`src/rtl/sad_min_select.sv`:
```
// Minimum-SAD tracker over a raster-ordered square search window; reports the winning vector.
// Optional early termination on a SAD threshold is enabled by defining EARLY_TERM_EN.
module sad_min_select #(
    parameter int SAD_W  = 12,
    parameter int SRCH_N = 16,
    parameter int IDX_W  = 4
) (
    input  logic             clk,
    input  logic             reset,
    input  logic             start,
    input  logic             sad_valid,
    input  logic [SAD_W-1:0] sad_in,
`ifdef EARLY_TERM_EN
    input  logic [SAD_W-1:0] thresh,
`endif
    output logic             busy,
    output logic             done,
    output logic [IDX_W-1:0] cand_x,
    output logic [IDX_W-1:0] cand_y,
    output logic [SAD_W-1:0] best_sad,
    output logic [IDX_W-1:0] best_x,
    output logic [IDX_W-1:0] best_y
`ifdef EARLY_TERM_EN
    ,
    output logic             early
`endif
);

    typedef enum logic [1:0] {IDLE, SEARCH, DONE} state_t;

    localparam logic [IDX_W-1:0] LAST_IDX = IDX_W'(SRCH_N - 1);

    state_t             state_q, state_d;
    logic [IDX_W-1:0]   cand_x_q, cand_x_d;
    logic [IDX_W-1:0]   cand_y_q, cand_y_d;
    logic [SAD_W-1:0]   best_sad_q, best_sad_d;
    logic [IDX_W-1:0]   best_x_q, best_x_d;
    logic [IDX_W-1:0]   best_y_q, best_y_d;
    logic               first_q, first_d;
    logic               busy_q, busy_d;
    logic               done_q, done_d;
    logic               last_x, last_y;
`ifdef EARLY_TERM_EN
    logic               early_q, early_d;
`endif

    always_comb begin
        state_d    = state_q;
        cand_x_d   = cand_x_q;
        cand_y_d   = cand_y_q;
        best_sad_d = best_sad_q;
        best_x_d   = best_x_q;
        best_y_d   = best_y_q;
        first_d    = first_q;
        last_x     = (cand_x_q == LAST_IDX);
        last_y     = (cand_y_q == LAST_IDX);
`ifdef EARLY_TERM_EN
        early_d    = early_q;
`endif
        case (state_q)
            IDLE: begin
                if (start) begin
                    state_d  = SEARCH;
                    cand_x_d = '0;
                    cand_y_d = '0;
                    first_d  = 1'b1;
`ifdef EARLY_TERM_EN
                    early_d  = 1'b0;
`endif
                end
            end
            SEARCH: begin
                if (sad_valid) begin
                    // Strict compare keeps the earlier raster candidate on ties.
                    if (first_q || (sad_in < best_sad_q)) begin
                        best_sad_d = sad_in;
                        best_x_d   = cand_x_q;
                        best_y_d   = cand_y_q;
                    end
                    first_d = 1'b0;
                    if (last_x) begin
                        cand_x_d = '0;
                        cand_y_d = last_y ? '0 : cand_y_q + 1'b1;
                    end else begin
                        cand_x_d = cand_x_q + 1'b1;
                    end
                    if (last_x && last_y) begin
                        state_d = DONE;
                    end
`ifdef EARLY_TERM_EN
                    if (sad_in < thresh) begin
                        state_d = DONE;
                        early_d = 1'b1;
                    end
`endif
                end
            end
            DONE: begin
                state_d = IDLE;
            end
            default: begin
                state_d = IDLE;
            end
        endcase
        busy_d = (state_d == SEARCH);
        done_d = (state_d == DONE);
    end

    always_ff @(posedge clk) begin
        if (!reset) begin
            state_q    <= IDLE;
            cand_x_q   <= '0;
            cand_y_q   <= '0;
            best_sad_q <= '0;
            best_x_q   <= '0;
            best_y_q   <= '0;
            first_q    <= 1'b0;
            busy_q     <= 1'b0;
            done_q     <= 1'b0;
`ifdef EARLY_TERM_EN
            early_q    <= 1'b0;
`endif
        end else begin
            state_q    <= state_d;
            cand_x_q   <= cand_x_d;
            cand_y_q   <= cand_y_d;
            best_sad_q <= best_sad_d;
            best_x_q   <= best_x_d;
            best_y_q   <= best_y_d;
            first_q    <= first_d;
            busy_q     <= busy_d;
            done_q     <= done_d;
`ifdef EARLY_TERM_EN
            early_q    <= early_d;
`endif
        end
    end

    assign busy     = busy_q;
    assign done     = done_q;
    assign cand_x   = cand_x_q;
    assign cand_y   = cand_y_q;
    assign best_sad = best_sad_q;
    assign best_x   = best_x_q;
    assign best_y   = best_y_q;
`ifdef EARLY_TERM_EN
    assign early    = early_q;
`endif

endmodule

```
`config.mk`:
```
export PLATFORM = sky130hd
export DESIGN_NAME = sad_min_select
export DESIGN_NICKNAME = d
export VERILOG_FILES = /design/src/rtl/sad_min_select.sv
export SDC_FILE = /design/constraint.sdc
export NUM_CORES = 1
export LEC_CHECK = 0
export BUFFER_PORTS_ARGS = -buffer_cell sky130_fd_sc_hd__buf_2
export CORE_UTILIZATION = 51
export CTS_CLUSTER_SIZE = 20
export DETAILED_ROUTE_END_ITERATION = 8
export PLACE_DENSITY = 0.78
export SLEW_MARGIN = 20
export SYNTH_ARGS = -nofsm -noshare
export SYNTH_HDL_FRONTEND = slang
export SYNTH_SLANG_ARGS = --single-unit
```
`constraint.sdc`:
```
create_clock -name clk -period 2.2 [get_ports clk]
set_input_delay 0.11 -clock clk [delete_from_list [all_inputs] [get_ports clk]]
set_output_delay 0.11 -clock clk [all_outputs]
set_load 0.02 [all_outputs]
```
==> results.md, run 1 <==
- Synthesized area per cell: 8.798 um^2
- Final period util: between 90% and 100%
- Top post-synthesis cells by count: nand2_1 (50), dfxtp_1 (33), mux2i_1 (21), ha_1 (13), inv_1 (12)
- CTS Sinks: 33
- Top-area cell type share of the netlist area: 39.52%
- First-pass GRT wire length: slightly above 5000 um
- PostCTS Resize Cnt: 0
- Placed insts: 275
- Worst r2r path cells: 8
- P_sw: 338.3 uW
- Flops & latches, synth: 33
- Max-slew violations: 0
- Share of layout cells above drive strength 1: about a quarter
- Gr usage total: 19.71%
- Leading post-synthesis cells by cell area: dfxtp_1 (40%), mux2i_1 (13%), nand2_1 (11%), ha_1 (9.7%), inv_1 (2.7%)
- Setup crit end kind: flip-flop
- Most frequent cell after synthesis: nand2_1
- Clk root buf: clkbuf_4
- R2r setup slk: roughly 210 ps
- Clk_skew: 10.20 ps
- CP endpoint: best_y[0]
- Vias: approximately 1.4k
- Initial Utilization: 54.31%
- Fin. Hold Viols: 0
- Ant diodes: 0
- Final Wtd Congestion: approximately 0.84
- Dpl ws: ~200 ps
- CP Class: primary input to flip-flop
- Worst-Margin Slew: 538.7 ps
- Max-slew headroom: 63.58%
- Worst endpoint required time: 2440 ps
- Area post-placement: ~2000 um^2
- Max-cap violations: 0
- Pint: 815.6 uW
- Sw Share: 29.32%
- Crit path max fanout: 12
- Core footprint: a little over 3000 um^2
- EDFF count, synth: 0
- Status: finished, final reports clean
- Final Setup Violations: 0
- Largest net degree at the start of global routing: 28
- Final core utilization: 65.20%
- Reg power frac: 54.6%
- Total power: 1.154 mW
- DRT iter0 DRCs: 52
- Synthesized Nets: 219
- Htree depth: 2
- Area leader, netlist: dfxtp_1
- Port bufs: 45
- Worst-Skew Late Latency: between 300 and 400 ps
- Vias in the first global route: 1,205
- CTS Buf Count: 5
- GRT Residual Overflow: 0
- Clk buf depth: 2
- Antenna Violating Nets Remaining: 0
- Setup TNS: 0 ps
- VDD IR max: roughly 0.30 mV
- Worst R2R Start: best_sad[11]
- Die Area: 3511 um^2
- Die W: 59.25 um
- Yosys cell types: 29
- Filler instances: ~280
- RSZ-0062 raised after global routing: false
- Via density per instance: 4.930
- Post-route setup slack: 189.6 ps
- Detailed placement HPWL: around 2400 um
- FF-to-FF End: best_y[0]
- Crit path time final: between 2000 and 2500 ps
- Initial antenna violation count: 0
- Post-Syn Area: between 1500 and 2000 um^2
- Synth Instances: 190
- FFs w/ async S/R, synth: 0%
- Worst-path clk slew: 110 ps
- Top FF cell, synth: dfxtp_1
- Hold WC Path Type: primary input to flip-flop
- WL final: ~3100 um
- Lkg Pwr: 0.8832 nW
- Drt drc: 0
- Nets@finish: 268
- Seq/Total Area, Yosys: 39.52%
- I/O Pins: 46
- Pwr dens: about 570 nW/um^2
- Post-DR wirelength/cell: 11.04 um
- Share of total power in the clock network: 28.8%
- Die Y: 59.25 um
- Drt first pass iters: 4
- CP arrival: 2250 ps
- Std cell rows: 20
- Worst hold slack: 22.65 ps
- Fmax: between 400 and 500 MHz
- Post-route cell area: around 2000 um^2
- CTS tree: built
- Yosys warns: 0
- Worst setup SP type: primary input
- Final Instance Count excl. Fillers: 284
- Combinational share of power: about 17%
- Crit path from: sad_in[11]
- Layout overhead on the synthesized area: 20.06%
[worst min path at each step]
stage	start	endpoint	slack, ps	cells after the start
3_5_place_dp	sad_in[10]	best_sad[10]	380	3
3_3_place_gp	sad_in[5]	best_sad[5]	380	3
5_1_grt	sad_in[10]	best_sad[10]	10	3
6_report	sad_in[1]	best_sad[1]	20	3
2_1_floorplan	sad_in[10]	best_sad[10]	250	2
4_1_cts	sad_in[1]	best_sad[1]	0.7	3
[layout by cell type (no fill, tap or decap), drive strengths merged, types with 2 or more instances in the layout]
cell type  count
ha            13
a21oi          6
nand3          5
nor4b          2
a21o           3
mux2i         21
and2           2
clkinv         2
nor2           7
nand4          3
clkbuf         5
nor2b          5
and3           2
o21a           2
o41ai          2
inv           12
o21ai          4
nand2         50
buf           48
xor2           2
nand2b         3
dfxtp         33
[area by class of cell]
cell class              count  area [um^2]  area share (%)
multi-input cells         138        933.4           46.51
clock inverters             3        17.52          0.8728
well taps                  44        55.05           2.743
clock buffers               5        37.54           1.870
repair buffers             49        257.7           12.84
inverters                  12        45.04           2.244
flip-flops and latches     33        660.6           32.92
[worst max-delay path, cell delays in order]
cell and delay (ps):
dlygate4sd3_1 530, buf_2 130, ha_1 310, nand4_1 100, nor2_1 130, nor4b_1 480, nor4b_4 100, buf_4 230
mux2i_1 140
[layer usage]
| layer | up-vias | track usage, % | routed length (um) |
|---|---|---|---|
| met5 | - | 0 | 0 |
| li1 | 741 | - | - |
| met3 | 5 | 6.769 | 167 |
| met4 | 0 | 8.163 | 56 |
| met1 | 619 | 25.65 | 1562 |
| met2 | 35 | 29.70 | 1348 |
[flip-flops by register name (all words and copies together) (netlist names)]
| signal | flops |
|---|---|
| state_q | 2 |
| best_sad | 12 |
| done | 1 |
| best_y | 4 |
| cand_y | 4 |
| cand_x | 4 |
| first_q | 1 |
| best_x | 4 |
| busy | 1 |
[power groups by stage]
stage               clock [mW]  sequential (mW)  combinational, mW
floorplan                    0            0.660              0.118
global placement             0            0.644              0.188
detailed placement           0            0.644              0.191
CTS                      0.354            0.630              0.193
global route             0.373            0.633              0.214
finish                   0.333            0.630              0.191
[repair_timing]
| action | in CTS | in global routing |
|---|---|---|
| endpoints found under the setup margin | 0 | 0 |
| hold buffers | 1 | 0 |
| hold endpoints to repair | 1 | 0 |
| buffers inserted | 0 | 0 |
[cell families after synthesis]
kind of cell | count (synthesis) | synth area share, %
fa+ha+maj | 13 | 9.731
flops | 33 | 39.52
buf+inv | 19 | 5.165
mux | 21 | 12.57
xor+xnor | 2 | 1.048
compound gates | 21 | 9.432
simple gates | 81 | 22.53
Note: power is estimated with default switching activity, not from simulation.
==> inputs of run 2 (changes only) <==
--- a/config.mk
+++ b/config.mk
@@ -5,11 +5,12 @@
 export SDC_FILE = /design/constraint.sdc
 export NUM_CORES = 1
 export LEC_CHECK = 0
+export ABC_AREA = 1
 export BUFFER_PORTS_ARGS = -buffer_cell sky130_fd_sc_hd__buf_2
-export CORE_UTILIZATION = 51
+export CORE_UTILIZATION = 52
 export CTS_CLUSTER_SIZE = 20
 export DETAILED_ROUTE_END_ITERATION = 8
-export PLACE_DENSITY = 0.78
+export PLACE_DENSITY = 0.79
 export SLEW_MARGIN = 20
 export SYNTH_ARGS = -nofsm -noshare
 export SYNTH_HDL_FRONTEND = slang
==> run 2 against run 1 <==
  * Clock power grew 44%
  * Register-to-register slack gained 60 ps
  * Clock skew grew 1.4 ps
  * Power grew 28%
  * Routed wire length grew 15%
  * Final area grew 4.5%
  * Via count grew 20%
  * Fmax grew 4.0%
  * Utilization grew 1.3 points
  * Synthesized cell count grew 36%
  * Setup slack gained 78 ps
  * Global-route usage grew 1.3 points
  * Critical path type is now flip-flop to flip-flop
==> results.md, run 2 <==
- Crit path max fanout: 18 (+6)
- Worst R2R Start: best_sad[11]
- VDD IR max: 0.3606 mV (+21%)
- Final Wtd Congestion: 0.7594 (-9.6%)
- Top post-synthesis cells by count: nand2_1 (56), inv_1 (45), dfxtp_1 (33), a21oi_1 (31), nor2_1 (26)
- Sw Share: 30.73% (+1.4 points)
- Share of total power in the clock network: 32.5% (+3.7 points)
- Clk root buf: clkbuf_4
- Status: finished, final reports clean
- Die Area: 3674 um^2 (+4.7%)
- Largest net degree at the start of global routing: 41 (+46%)
- CTS Sinks: 33 (unchanged)
- Vias: 1,682 (+20%)
- Lkg Pwr: 1.071 nW (+21%)
- Share of layout cells above drive strength 1: 21.45% (-3.1 points)
- Nets@finish: 331 (+24%)
- Worst hold slack: 59.90 ps (+37.25 ps)
- Die W: 60.62 um (+2.3%)
- Via density per instance: 4.847 (-1.7%)
- Clk buf depth: 2 (unchanged)
- Fmax: 517.4 MHz (+4.0%)
- PostCTS Resize Cnt: 0 (unchanged)
- Post-Syn Area: 1787 um^2 (+6.9%)
- CTS Buf Count: 5 (unchanged)
- Die Y: 60.62 um (+2.3%)
- Initial antenna violation count: 0 (unchanged)
- Worst-Margin Slew: 451.0 ps (-87.69 ps)
- EDFF count, synth: 0 (unchanged)
- Core footprint: 3153 um^2 (+2.4%)
- P_sw: 454.4 uW (+34%)
- Worst-path clk slew: 110 ps (about the same)
- Std cell rows: 20 (unchanged)
- Hold path start: sad_valid
- Final Setup Violations: 0 (unchanged)
- Setup TNS: 0 ps (unchanged)
- Pwr dens: 705.1 nW/um^2 (+23%)
- Post-DR wirelength/cell: 10.40 um (-5.7%)
- Worst setup SP type: flip-flop
- Max-cap violations: 0 (unchanged)
- Vias in the first global route: 1,351 (+12%)
- Seq/Total Area, Yosys: 36.97% (-2.5 points)
- Initial Utilization: 56.67% (+2.4 points)
- Combinational share of power: 22.8% (+6.3 points)
- Htree depth: 2 (unchanged)
- Crit path from: best_sad[11]
- FFs w/ async S/R, synth: 0% (unchanged)
- Most frequent cell after synthesis: nand2_1
- Leading post-synthesis cells by cell area: dfxtp_1 (37%), nand2_1 (12%), inv_1 (9.5%), ha_1 (9.1%), a21oi_1 (8.7%)
- Largest register FFs: 12 (unchanged)
- Max-slew violations: 0 (unchanged)
- Synth Instances: 258 (+36%)
- Drt drc: 0 (unchanged)
- RSZ-0062 raised after global routing: false
- CP arrival: 2180 ps (-70 ps)
- Worst-Skew Late Latency: 340 ps (about the same)
- Layout overhead on the synthesized area: 17.37%
- Final period util: 87.85% (-3.5 points)
- Crit path time final: 1933 ps (-77.74 ps)
- Top-area cell type share of the netlist area: 36.97% (-2.5 points)
- CTS tree: built
- Yosys warns: 0 (unchanged)
- Post-CTS setup buffer count: 0 (unchanged)
- Setup crit end kind: flip-flop
- Port bufs: 45 (unchanged)
- Synthesized Nets: 287 (+31%)
- Commonest non-fill, non-tap cells in the layout: nand2_1 (56), inv_1 (45), buf_2 (45), dfxtp_1 (33), a21oi_1 (31)
- Ant diodes: 0 (unchanged)
- Drt first pass iters: 5 (+1)
- Yosys cell types: 25 (-14%)
- Pint: 1.024 mW (+26%)
- Gr usage total: 21.06% (+1.3 points)
- Flops & latches, synth: 33 (unchanged)
- Reg power frac: 44.6% (-10 points)
- Hold WC Path Type: primary input to flip-flop
- Top FF cell, synth: dfxtp_1
- Clk_skew: 11.56 ps (+1.357 ps)
- WL final: 3610 um (+15%)
- Area leader, netlist: dfxtp_1
- Most common cell after layout, fill and taps aside: nand2_1
- Max-slew headroom: 69.93% (+6.4 points)
- CP Class: flip-flop to flip-flop
- Antenna Violating Nets Remaining: 0 (unchanged)
- Fin. Hold Viols: 0 (unchanged)
- First-pass GRT wire length: 5747 um (+12%)
- Filler instances: 312 (+11%)
- Hold buffers post-CTS: 0 (-1)
- Detailed placement HPWL: 2545 um (+6.4%)
- I/O Pins: 46 (unchanged)
- Worst endpoint required time: 2440 ps (about the same)
- DRT iter0 DRCs: 57 (+9.6%)
- Synthesized area per cell: 6.925 um^2 (-21%)
- GRT Residual Overflow: 0 (unchanged)
-- run 2: cell count changes after synthesis, moves of 5 or more --
cell,delta
inv_1,+33
nand2_1,+6
nor2_1,+19
mux2i_1,-21
a21oi_1,+25
buf_2,+5
nor2b_1,-5
nand3_1,+16
-- run 2: final timing paths --
kind | end | slack (ps) | cells after the start
setup reg to reg | best_sad[3] | 270 | 13
hold reg to reg | first_q | 490 | 2
setup / recovery | best_sad[3] | 270 | 13
hold / removal | state_q[1] | 60 | 3
-- run 2: power by group through the flow --
| stage | Sequential (mW) | Clock, mW | Combinational [mW] |
|---|---|---|---|
| after floorplan | 0.710 | 0 | 0.226 |
| after global placement | 0.672 | 0 | 0.329 |
| after detailed placement | 0.673 | 0 | 0.336 |
| after CTS | 0.660 | 0.500 | 0.339 |
| after global routing | 0.665 | 0.524 | 0.382 |
| final | 0.660 | 0.481 | 0.338 |
-- run 2: cell families (layout without fill, tap and decap cells) --
group	count (synthesis)	in the layout	share of synthesized area, %
and+or+nand+nor	119	119	29.48
buffers and inverters	57	102	14.00
DFF	33	33	36.97
AOI/OAI and AO/OA	36	36	10.43
adders and majority gates	13	13	9.104
-- run 2: cell type report --
| class | count | area, um^2 | area share [%] |
|---|---|---|---|
| Multi-Input combinational cell | 168 | 875.8 | 41.77 |
| Timing Repair Buffer | 48 | 247.7 | 11.81 |
| Clock inverter | 1 | 30.03 | 1.432 |
| Clock buffer | 7 | 55.05 | 2.625 |
| Tap cell | 44 | 55.05 | 2.625 |
| Sequential cell | 33 | 660.6 | 31.50 |
| Inverter | 46 | 172.7 | 8.234 |
-- run 2: worst max-delay path, cell delays in order, from the launching register on --
cell and delay (ps):
dfxtp_1 370, inv_1 60, ha_1 290, nand2_1 110, inv_1 40, nand2_1 60, nand2_1 50, a21oi_1 130
nand2_1 80, nand2_2 180, buf_4 260, nand3_1 90, nand2_1 70, nor2_1 50
-- run 2: per-stage QoR --
| step | instances | worst slack, ps | util, % | power (mW) | instance area, um^2 |
|---|---|---|---|---|---|
| 2_1_floorplan | 258 | 482.5 | - | 0.9365 | 1787 |
| 4_1_cts | 347 | 263.4 | 66.51 | 1.499 | 2097 |
| 3_3_place_gp | 339 | 348.5 | 63.81 | 1.001 | 2012 |
| 6_report | 347 | 267.4 | 66.51 | 1.479 | 2097 |
| 5_1_grt | 347 | 82.86 | 66.51 | 1.571 | 2097 |
| 3_5_place_dp | 339 | 301.5 | 63.81 | 1.009 | 2012 |
-- run 2: per-layer routing --
metal / up-vias / track usage [%] / wire [um]
met5: - / 0 / 0
met4: 0 / 8.442 / 56
met3: 6 / 5.970 / 189
met2: 36 / 33.75 / 1721
met1: 739 / 26.82 / 1643
li1: 901 / - / -
==> inputs of run 3 (changes only) <==
--- a/config.mk
+++ b/config.mk
@@ -11,7 +11,8 @@
 export CTS_CLUSTER_SIZE = 20
 export DETAILED_ROUTE_END_ITERATION = 8
 export PLACE_DENSITY = 0.79
-export SLEW_MARGIN = 20
+export RECOVER_POWER = 50
+export SLEW_MARGIN = 30
 export SYNTH_ARGS = -nofsm -noshare
 export SYNTH_HDL_FRONTEND = slang
 export SYNTH_SLANG_ARGS = --single-unit
==> run 3 against run 2 <==
  * First-iteration DRC count down 7.0%
  * Clock power about the same
  * Via count down 0.59%
  * Non-clock buffer count unchanged
  * Setup slack better by 16 ps
  * Power down 0.79%
  * Critical path type unchanged
==> results.md, run 3 (synthesis results as in run 2) <==
- Die W: 60.62 um (unchanged)
- Worst-path clk slew: 110 ps (about the same)
- Max-slew violations: 0 (unchanged)
- Layout overhead on the synthesized area: 14.85%
- Pwr dens: 714.9 nW/um^2 (+1.4%)
- Core footprint: 3153 um^2 (unchanged)
- Clk buf depth: 2 (unchanged)
- Clk root buf: clkbuf_4
- GRT Residual Overflow: 0 (unchanged)
- Worst endpoint required time: 2440 ps (about the same)
- Total power: 1.467 mW (-0.79%)
- Most common cell after layout, fill and taps aside: nand2_1
- FF-to-FF End: best_sad[3]
- Pint: 1.014 mW (-0.95%)
- Status: finished, final reports clean
- Sw Share: 30.84% (+0.11 points)
- I/O Pins: 46 (unchanged)
- Lkg Pwr: 0.9440 nW (-12%)
- Die Area: 3674 um^2 (unchanged)
- Crit path time final: 1917 ps (-15.79 ps)
- Initial antenna violation count: 0 (unchanged)
- Area of the multi-input gates: 868.3 um^2 (-0.86%)
- Crit path max fanout: 18 (unchanged)
- Final period util: 87.13% (-0.72 points)
- Fin. Hold Viols: 0 (unchanged)
- Nets@finish: 331 (unchanged)
- Via density per instance: 4.818 (-0.59%)
- Hold buffers post-CTS: 0 (unchanged)
- Port bufs: 45 (unchanged)
- Post-CTS setup buffer count: 0 (unchanged)
- CP arrival: 2160 ps (-20 ps)
- Max-cap violations: 0 (unchanged)
- Worst-Skew Late Latency: 340 ps (about the same)
- Ant diodes: 0 (unchanged)
- Register Area: 660.6 um^2 (unchanged)
- Vias: 1,672 (-0.59%)
- DRT iter0 DRCs: 53 (-7.0%)
- Largest register FFs: 12 (unchanged)
- CP endpoint: best_sad[3]
- P_sw: 452.4 uW (-0.43%)
- Fmax: 521.7 MHz (+0.82%)
- Worst r2r path cells: 13 (unchanged)
- Worst R2R Start: best_sad[11]
- Share of total power in the clock network: 32.8% (+0.3 points)
- First-pass GRT wire length: 5747 um (unchanged)
- Drt first pass iters: 5 (unchanged)
- Setup crit end kind: flip-flop
- Max-slew headroom: 69.86% (-0.077 points)
- Setup TNS: 0 ps (unchanged)
- Worst-Margin Slew: 452.1 ps (+1.155 ps)
- Final Setup Violations: 0 (unchanged)
- Vias in the first global route: 1,351 (unchanged)
- CTS tree: built
- RSZ-0062 raised after global routing: false
- Hold WC Path Type: primary input to flip-flop
- Worst setup SP type: flip-flop
- CP Class: flip-flop to flip-flop
- Commonest non-fill, non-tap cells in the layout: nand2_1 (56), inv_1 (45), dfxtp_1 (33), a21oi_1 (31), clkbuf_1 (31)
- PostCTS Resize Cnt: 0 (unchanged)
- Initial Utilization: 56.67% (unchanged)
- Post-DR wirelength/cell: 10.31 um (-0.86%)
- Reg power frac: 45.0% (+0.4 points)
- Crit path from: best_sad[11]
- Share of layout cells above drive strength 1: 11.22% (-10 points)
- Filler instances: 335 (+7.4%)
- CTS Buf Count: 5 (unchanged)
- CTS Sinks: 33 (unchanged)
- Std cell rows: 20 (unchanged)
- Antenna Violating Nets Remaining: 0 (unchanged)
- Die Y: 60.62 um (unchanged)
- Combinational share of power: 22.2% (-0.6 points)
- Detailed placement HPWL: 2545 um (unchanged)
- Clk_skew: 10.88 ps (-0.6748 ps)
- Htree depth: 2 (unchanged)
- Largest net degree at the start of global routing: 41 (unchanged)
- Gr usage total: 21.06% (unchanged)
- VDD IR max: 0.3564 mV (-1.2%)
- R2r setup slk: 280 ps (+20 ps)
- WL final: 3579 um (-0.86%)
- Drt drc: 0 (unchanged)
- Final Wtd Congestion: 0.7594 (unchanged)
==> run 3: worst min path at each step <==
stage | from | endpoint | depth (start not counted)
floorplan | sad_valid | done | 2
global placement | sad_valid | state_q[1] | 3
detailed placement | sad_valid | state_q[1] | 3
CTS | sad_valid | state_q[1] | 3
global route | sad_valid | first_q | 4
finish | sad_valid | state_q[1] | 3
==> run 3: layout make-up <==
class | instances | area share [%]
repair buffers | 48 | 10.24
flip-flops and latches | 33 | 32.20
inverters | 46 | 8.415
multi-input cells | 168 | 42.32
clock buffers | 7 | 2.683
clock inverters | 1 | 1.463
well taps | 44 | 2.683
==> run 3: metrics by stage <==
step / hold WS, ps / utilization (%) / cell area, um^2 / std cells / worst slack, ps
detailed placement: 416.5 / 63.81 / 2012 / 339 / 301.5
global route: 73.39 / 65.08 / 2052 / 347 / 80.65
finish: 61.16 / 65.08 / 2052 / 347 / 283.2
floorplan: 274.6 / - / 1787 / 258 / 482.5
global placement: 410.6 / 63.81 / 2012 / 339 / 348.5
CTS: 38.89 / 66.51 / 2097 / 347 / 263.4
==> run 3: layer usage <==
layer | wire [um] | global-route usage (%) | share of wire, % | up-vias
met1 | 1638 | 26.82 | 46 | 729
met2 | 1715 | 33.75 | 48 | 36
met5 | 0 | 0 | 0 | -
met4 | 57 | 8.442 | 1.6 | 0
met3 | 168 | 5.970 | 4.7 | 6
li1 | - | - | - | 901
==> run 3: power groups by stage <==
stage | sequential (mW) | combinational, mW | clock [mW]
floorplan | 0.710 | 0.226 | 0
global placement | 0.672 | 0.329 | 0
detailed placement | 0.673 | 0.336 | 0
CTS | 0.660 | 0.339 | 0.500
global route | 0.666 | 0.371 | 0.524
finish | 0.660 | 0.326 | 0.481
==> run 3: critical path: stages (launching register included) <==
cell and delay [ps]:
dfxtp_1 370, inv_1 60, ha_1 290, nand2_1 110, inv_1 40, nand2_1 50
nand2_1 40, a21oi_1 130, nand2_1 80, nand2_2 180, buf_4 260, nand3_1 90
nand2_1 70, nor2_1 50
